$ cat src/rtl/ram_arbiter.sv
// ram_arbiter
//   Shares one single-ported RAM between the instruction-fetch and the
//   data-access ports of the datapath. One transaction runs at a time. Data
//   normally wins; after MAX_DWIN consecutive data grants taken while an
//   instruction request was waiting, the instruction port is forced to win.
//   Request fields are captured at grant, so the RAM sees stable values even
//   if the pipeline changes its request mid-access.
//
// Parameters
//   MAX_DWIN   data grants allowed while iREN is pending (legal range 1..15)
//
// Ports
//   CLK        clock, rising edge
//   nRST       synchronous active-low reset
//   iREN       instruction read request (level)
//   iaddr      instruction address
//   iwait      instruction stall, low only in the completing cycle
//   iload      fetched instruction word
//   dREN/dWEN  data read/write request (level), both high means write
//   daddr      data address
//   dstore     data write value
//   dwait      data stall, low only in the completing cycle
//   dload      loaded data word
//   ramREN     RAM read strobe
//   ramWEN     RAM write strobe
//   ramaddr    RAM address
//   ramstore   RAM write data (0 on reads)
//   ramload    RAM read data, valid with ram_ready
//   ram_ready  one-cycle RAM completion pulse
//   owner      00 none, 01 instruction, 10 data
module ram_arbiter #(
  parameter int unsigned MAX_DWIN = 4
) (
  input  logic        CLK,
  input  logic        nRST,
  input  logic        iREN,
  input  logic [31:0] iaddr,
  output logic        iwait,
  output logic [31:0] iload,
  input  logic        dREN,
  input  logic        dWEN,
  input  logic [31:0] daddr,
  input  logic [31:0] dstore,
  output logic        dwait,
  output logic [31:0] dload,
  output logic        ramREN,
  output logic        ramWEN,
  output logic [31:0] ramaddr,
  output logic [31:0] ramstore,
  input  logic [31:0] ramload,
  input  logic        ram_ready,
  output logic [1:0]  owner
);

  // Encoding chosen so the state register drives owner directly.
  typedef enum logic [1:0] {
    IDLE  = 2'b00,
    I_ACC = 2'b01,
    D_ACC = 2'b10
  } state_t;

  localparam logic [3:0] DWIN_LIMIT = 4'(MAX_DWIN);

  state_t      state;
  logic [31:0] lat_addr;
  logic [31:0] lat_store;
  logic        lat_wr;
  logic [3:0]  dwin;

  logic dreq;
  logic in_acc;
  logic i_done;
  logic d_done;

  assign dreq = dREN | dWEN;

  // NOTE: sequential state uses non-blocking assignments only, and the reset
  // branch is sampled on the clock edge because reset here is synchronous.
  always_ff @(posedge CLK) begin
    if (!nRST) begin
      state     <= IDLE;
      lat_addr  <= 32'h0;
      lat_store <= 32'h0;
      lat_wr    <= 1'b0;
      dwin      <= 4'd0;
    end else begin
      case (state)
        IDLE: begin
          // dwin only reaches the limit while iREN has been waiting, so the
          // increment below never wraps for legal MAX_DWIN values.
          if (dreq && !(iREN && dwin == DWIN_LIMIT)) begin
            state     <= D_ACC;
            lat_addr  <= daddr;
            lat_store <= dstore;
            lat_wr    <= dWEN;
            dwin      <= iREN ? dwin + 4'd1 : 4'd0;
          end else if (iREN) begin
            state    <= I_ACC;
            lat_addr <= iaddr;
            lat_wr   <= 1'b0;
            dwin     <= 4'd0;
          end
        end
        I_ACC, D_ACC: begin
          // Leaving through IDLE gives the mandatory gap cycle between grants.
          if (ram_ready) state <= IDLE;
        end
        default: state <= IDLE;
      endcase
    end
  end

  // NOTE: the RAM-side outputs decode only registered state, so they cannot
  // glitch with datapath inputs and hold steady for the whole access.
  assign in_acc   = (state != IDLE);
  assign ramREN   = in_acc & ~lat_wr;
  assign ramWEN   = in_acc & lat_wr;
  assign ramaddr  = in_acc ? lat_addr : 32'h0;
  assign ramstore = (in_acc && lat_wr) ? lat_store : 32'h0;
  assign owner    = state;

  // Completion is masked while reset is asserted so each wait simply mirrors
  // its request during reset; an access being abandoned never completes.
  assign i_done = nRST & (state == I_ACC) & ram_ready;
  assign d_done = nRST & (state == D_ACC) & ram_ready;

  assign iwait = iREN & ~i_done;
  assign dwait = dreq & ~d_done;
  assign iload = (state == I_ACC) ? ramload : 32'h0;
  assign dload = (state == D_ACC) ? ramload : 32'h0;

endmodule

$ cat config.mk
export PLATFORM = sky130hd
export DESIGN_NAME = ram_arbiter
export DESIGN_NICKNAME = d
export VERILOG_FILES = /design/src/rtl/ram_arbiter.sv
export SDC_FILE = /design/constraint.sdc
export NUM_CORES = 1
export LEC_CHECK = 0
export ABC_AREA = 1
export BUFFER_PORTS_ARGS = -buffer_cell sky130_fd_sc_hd__buf_2
export CAP_MARGIN = 20
export CORE_ASPECT_RATIO = 2
export CORE_MARGIN = 5
export CORE_UTILIZATION = 30
export DETAILED_ROUTE_END_ITERATION = 7
export GPL_ROUTABILITY_DRIVEN = 0
export PLACE_DENSITY_LB_ADDON = 0.05
export SYNTH_ARGS = -nofsm -noshare
export SYNTH_HDL_FRONTEND = slang
export SYNTH_SLANG_ARGS = --single-unit
export TNS_END_PERCENT = 20
$ cat constraint.sdc
create_clock -name CLK -period 2.1 [get_ports CLK]
set_clock_uncertainty 0.15 [all_clocks]
set_input_delay 0 -clock CLK [delete_from_list [all_inputs] [get_ports CLK]]
set_output_delay 0 -clock CLK [all_outputs]
set_load 0.02 [all_outputs]
==> results.sh <==
export IMPL_start_kind="flop"
export IMPL_synth_top_area_frac=0.327
export IMPL_setup_worst_path_class="reg -> out"
export IMPL_vias=5491
export IMPL_routedWlPerCell_um=12.6
export IMPL_htreeDepth=3
export IMPL_final_max_slew_violation_count=0
export IMPL_synth_top_area_cell="dfxtp_1"
export IMPL_io_pin_count=268
export IMPL_hpwl_mm=12.1
export IMPL_cts_max_path_buffers=2
export IMPL_p_leak_nw=4.56
export IMPL_numCtsBuffers=9
export IMPL_ys_types=20
export IMPL_cts_clk_slew_worst_paths_ps=60
export IMPL_grt_max_degree=65
export IMPL_r2r_cells=10
export IMPL_status="finished clean"
export IMPL_die_y_um=180
export IMPL_crit_fanout=33
export IMPL_regToRegEndpoint="lat_addr[1]$_SDFFE_PN0P_"
export IMPL_yosysWarningCount=0
export IMPL_drt_iter0_markers=186
export IMPL_whs_ps=10.7
export IMPL_min_to="owner[0]$_SDFFE_PN0P_"
export IMPL_synth_area_leaders="dfxtp_1, nand2_1, inv_1"
export IMPL_root_buffer="clkbuf_16"
export IMPL_routed_wl_mm=16.5
export IMPL_synth_compound_area_share=0.0441
export IMPL_synth_seq_area_share=0.327
export IMPL_dieArea_um2=17100
export IMPL_ys_ff_latch=71
export IMPL_vdd_drop_max_uv=441
export IMPL_required_ps=1950
export IMPL_antenna_found_initial=0
export IMPL_fp_dieW_um=95.1
export IMPL_r2r_start="dwin[0]$_SDFFE_PN0P_"
export IMPL_setup_viol=0
export IMPL_dr_pass1_iters=4
export IMPL_synthCells=766
export IMPL_cp_end_kind="primary output"
export IMPL_clkSinkCount=71
export IMPL_grt_remaining_overflow=0
export IMPL_rows=62
export IMPL_rsz0062_at_grt="yes"
export IMPL_final_cell_area_um2=7140
export IMPL_synthAdderAreaFrac=0.0144
export IMPL_dpl_instance_area_um2=5800
export IMPL_cts_tree="done"
export IMPL_core_area_um2=14300
export IMPL_synthSimpleGateAreaFrac=0.402
export IMPL_avgSynthCellArea_um2=5.67
export IMPL_drc=0
export IMPL_nets=1250
export IMPL_clock_latency_ps=330
export IMPL_r2r_slack_ps=340
export IMPL_synth_mux_area_fraction=0
export IMPL_track_usage=0.194
export IMPL_synth_top_family_by_area="simple AND/OR/NAND/NOR gates"
export IMPL_max_slew_worst_pin_slew_ps=696
export IMPL_fin_crit_sh=0.911
export IMPL_grt_pass1_vias=5634
export IMPL_maxCapViolations=0
export IMPL_hold_start="ram_ready"
export IMPL_initial_core_util=0.304
export IMPL_numPortBuffers=267
export IMPL_areaGrowthSynthToFinish_pct=64.3
export IMPL_syn_num_nets=905
export IMPL_tns_ps=0
export IMPL_viasPerCell=4.20
export IMPL_crit_arrival_ps=1760
export IMPL_grt_pass1_wl_mm=26.5
export IMPL_diodes=0
export IMPL_drive_above_1_share=0.274
export IMPL_slew_headroom=0.535
export IMPL_holdPathStages=6
export IMPL_drtAntennaViolNets=0
export IMPL_timing_fmax_ghz=0.523
export IMPL_period_minus_slack_ps=1910
export IMPL_synthXorXnorAreaFrac=0
export IMPL_hold_viol_final=0
export IMPL_powerDensity_nw_per_um2=685
export IMPL_hold_path_class="in -> reg"
export IMPL_syn_area_um2=4340
-- cell families (layout without fill, tap and decap cells) --
kind of cell,Yosys count,after routing
AO/OA/AOI/OAI,37,37
adder cells (fa/ha/maj),5,5
buffers and inverters,222,571
AND/OR/NAND/NOR,431,431
flip-flops,71,71
-- sequential cells by signal, summed over array words and instances (netlist names) --
register	cells
dwin	4
lat_store	32
lat_addr	32
lat_wr	1
owner	2
-- cells in the mapped netlist, drive strengths merged --
library cell  count
nand2           218
clkbuf           20
nor2            140
dfxtp            71
a21oi            36
nand3            73
buf              25
inv             176
o21bai            1
clkinv            1
ha                5
-- report_power, final --
| group | total, mW | switching, mW | internal, mW |
|---|---|---|---|
| clock | 1.77 | 0.584 | 1.19 |
| combinational | 1.54 | 0.938 | 0.603 |
| sequential | 1.57 | 0.0463 | 1.53 |
-- cell usage in the layout (no fill, tap or decap), drive strengths merged, types with 2 or more instances in the layout --
cell and n:
bufinv 3, nand3 73, ha 5, buf 280, clkinv 2, clkbuf 10, a21oi 36, inv 176
nand2 218, dlygate4sd3 99, dfxtp 71, nor2 140
-- through the flow --
step                      setup slack, ps  utilization  power [mW]  instances
after floorplan                       400            -        2.56        766
after global placement                349        0.406        3.01       1193
after detailed placement              330        0.406        3.01       1193
after CTS                            65.1        0.500        4.97       1307
after global routing                -14.2        0.500        5.22       1307
final                                 186        0.500        4.88       1307
-- routing by layer --
metal | GRT usage | share of wire | up-vias
met3 | 0.0397 | 0.055 | 42
met2 | 0.360 | 0.52 | 181
met1 | 0.202 | 0.39 | 2378
met4 | 0.0862 | 0.039 | 0
met5 | 0 | 0 | -
li1 | - | - | 2890
-- cell type report --
class                           instances  area [um2]
Clock buffer                           10         239
Clock inverter                          5         106
Fill cell                            1558        7140
Inverter                              177         664
Multi-Input combinational cell        473        2010
Sequential cell                        71        1420
Tap cell                              192         240
Timing Repair Buffer                  379        2450
-- how the worst max path moves through the flow --
stage | endpoint | from
floorplan | lat_addr[12]$_SDFFE_PN0P_ | owner[0]$_SDFFE_PN0P_
global placement | lat_addr[1]$_SDFFE_PN0P_ | dwin[0]$_SDFFE_PN0P_
detailed placement | lat_addr[8]$_SDFFE_PN0P_ | dwin[0]$_SDFFE_PN0P_
CTS | ramstore[14] | owner[1]$_SDFFE_PN0P_
global route | lat_addr[0]$_SDFFE_PN0P_ | dWEN
finish | ramstore[14] | owner[1]$_SDFFE_PN0P_
-- worst max-delay path: stages, from the launching register on --
cell and delay (ps):
dfxtp_1 340, inv_1 120, ha_2 270, inv_1 100, nand2_1 90, buf_6 260, nor2_1 80, buf_2 170
-- repair_timing --
action                                 CTS  global route
setup endpoints to repair                0            17
gates resized for setup                  0             1
hold buffers                            99             0
endpoints found under the hold margin   71             0
buffers inserted                         0             0
No activity file was read; power rests on OpenSTA's default activity.
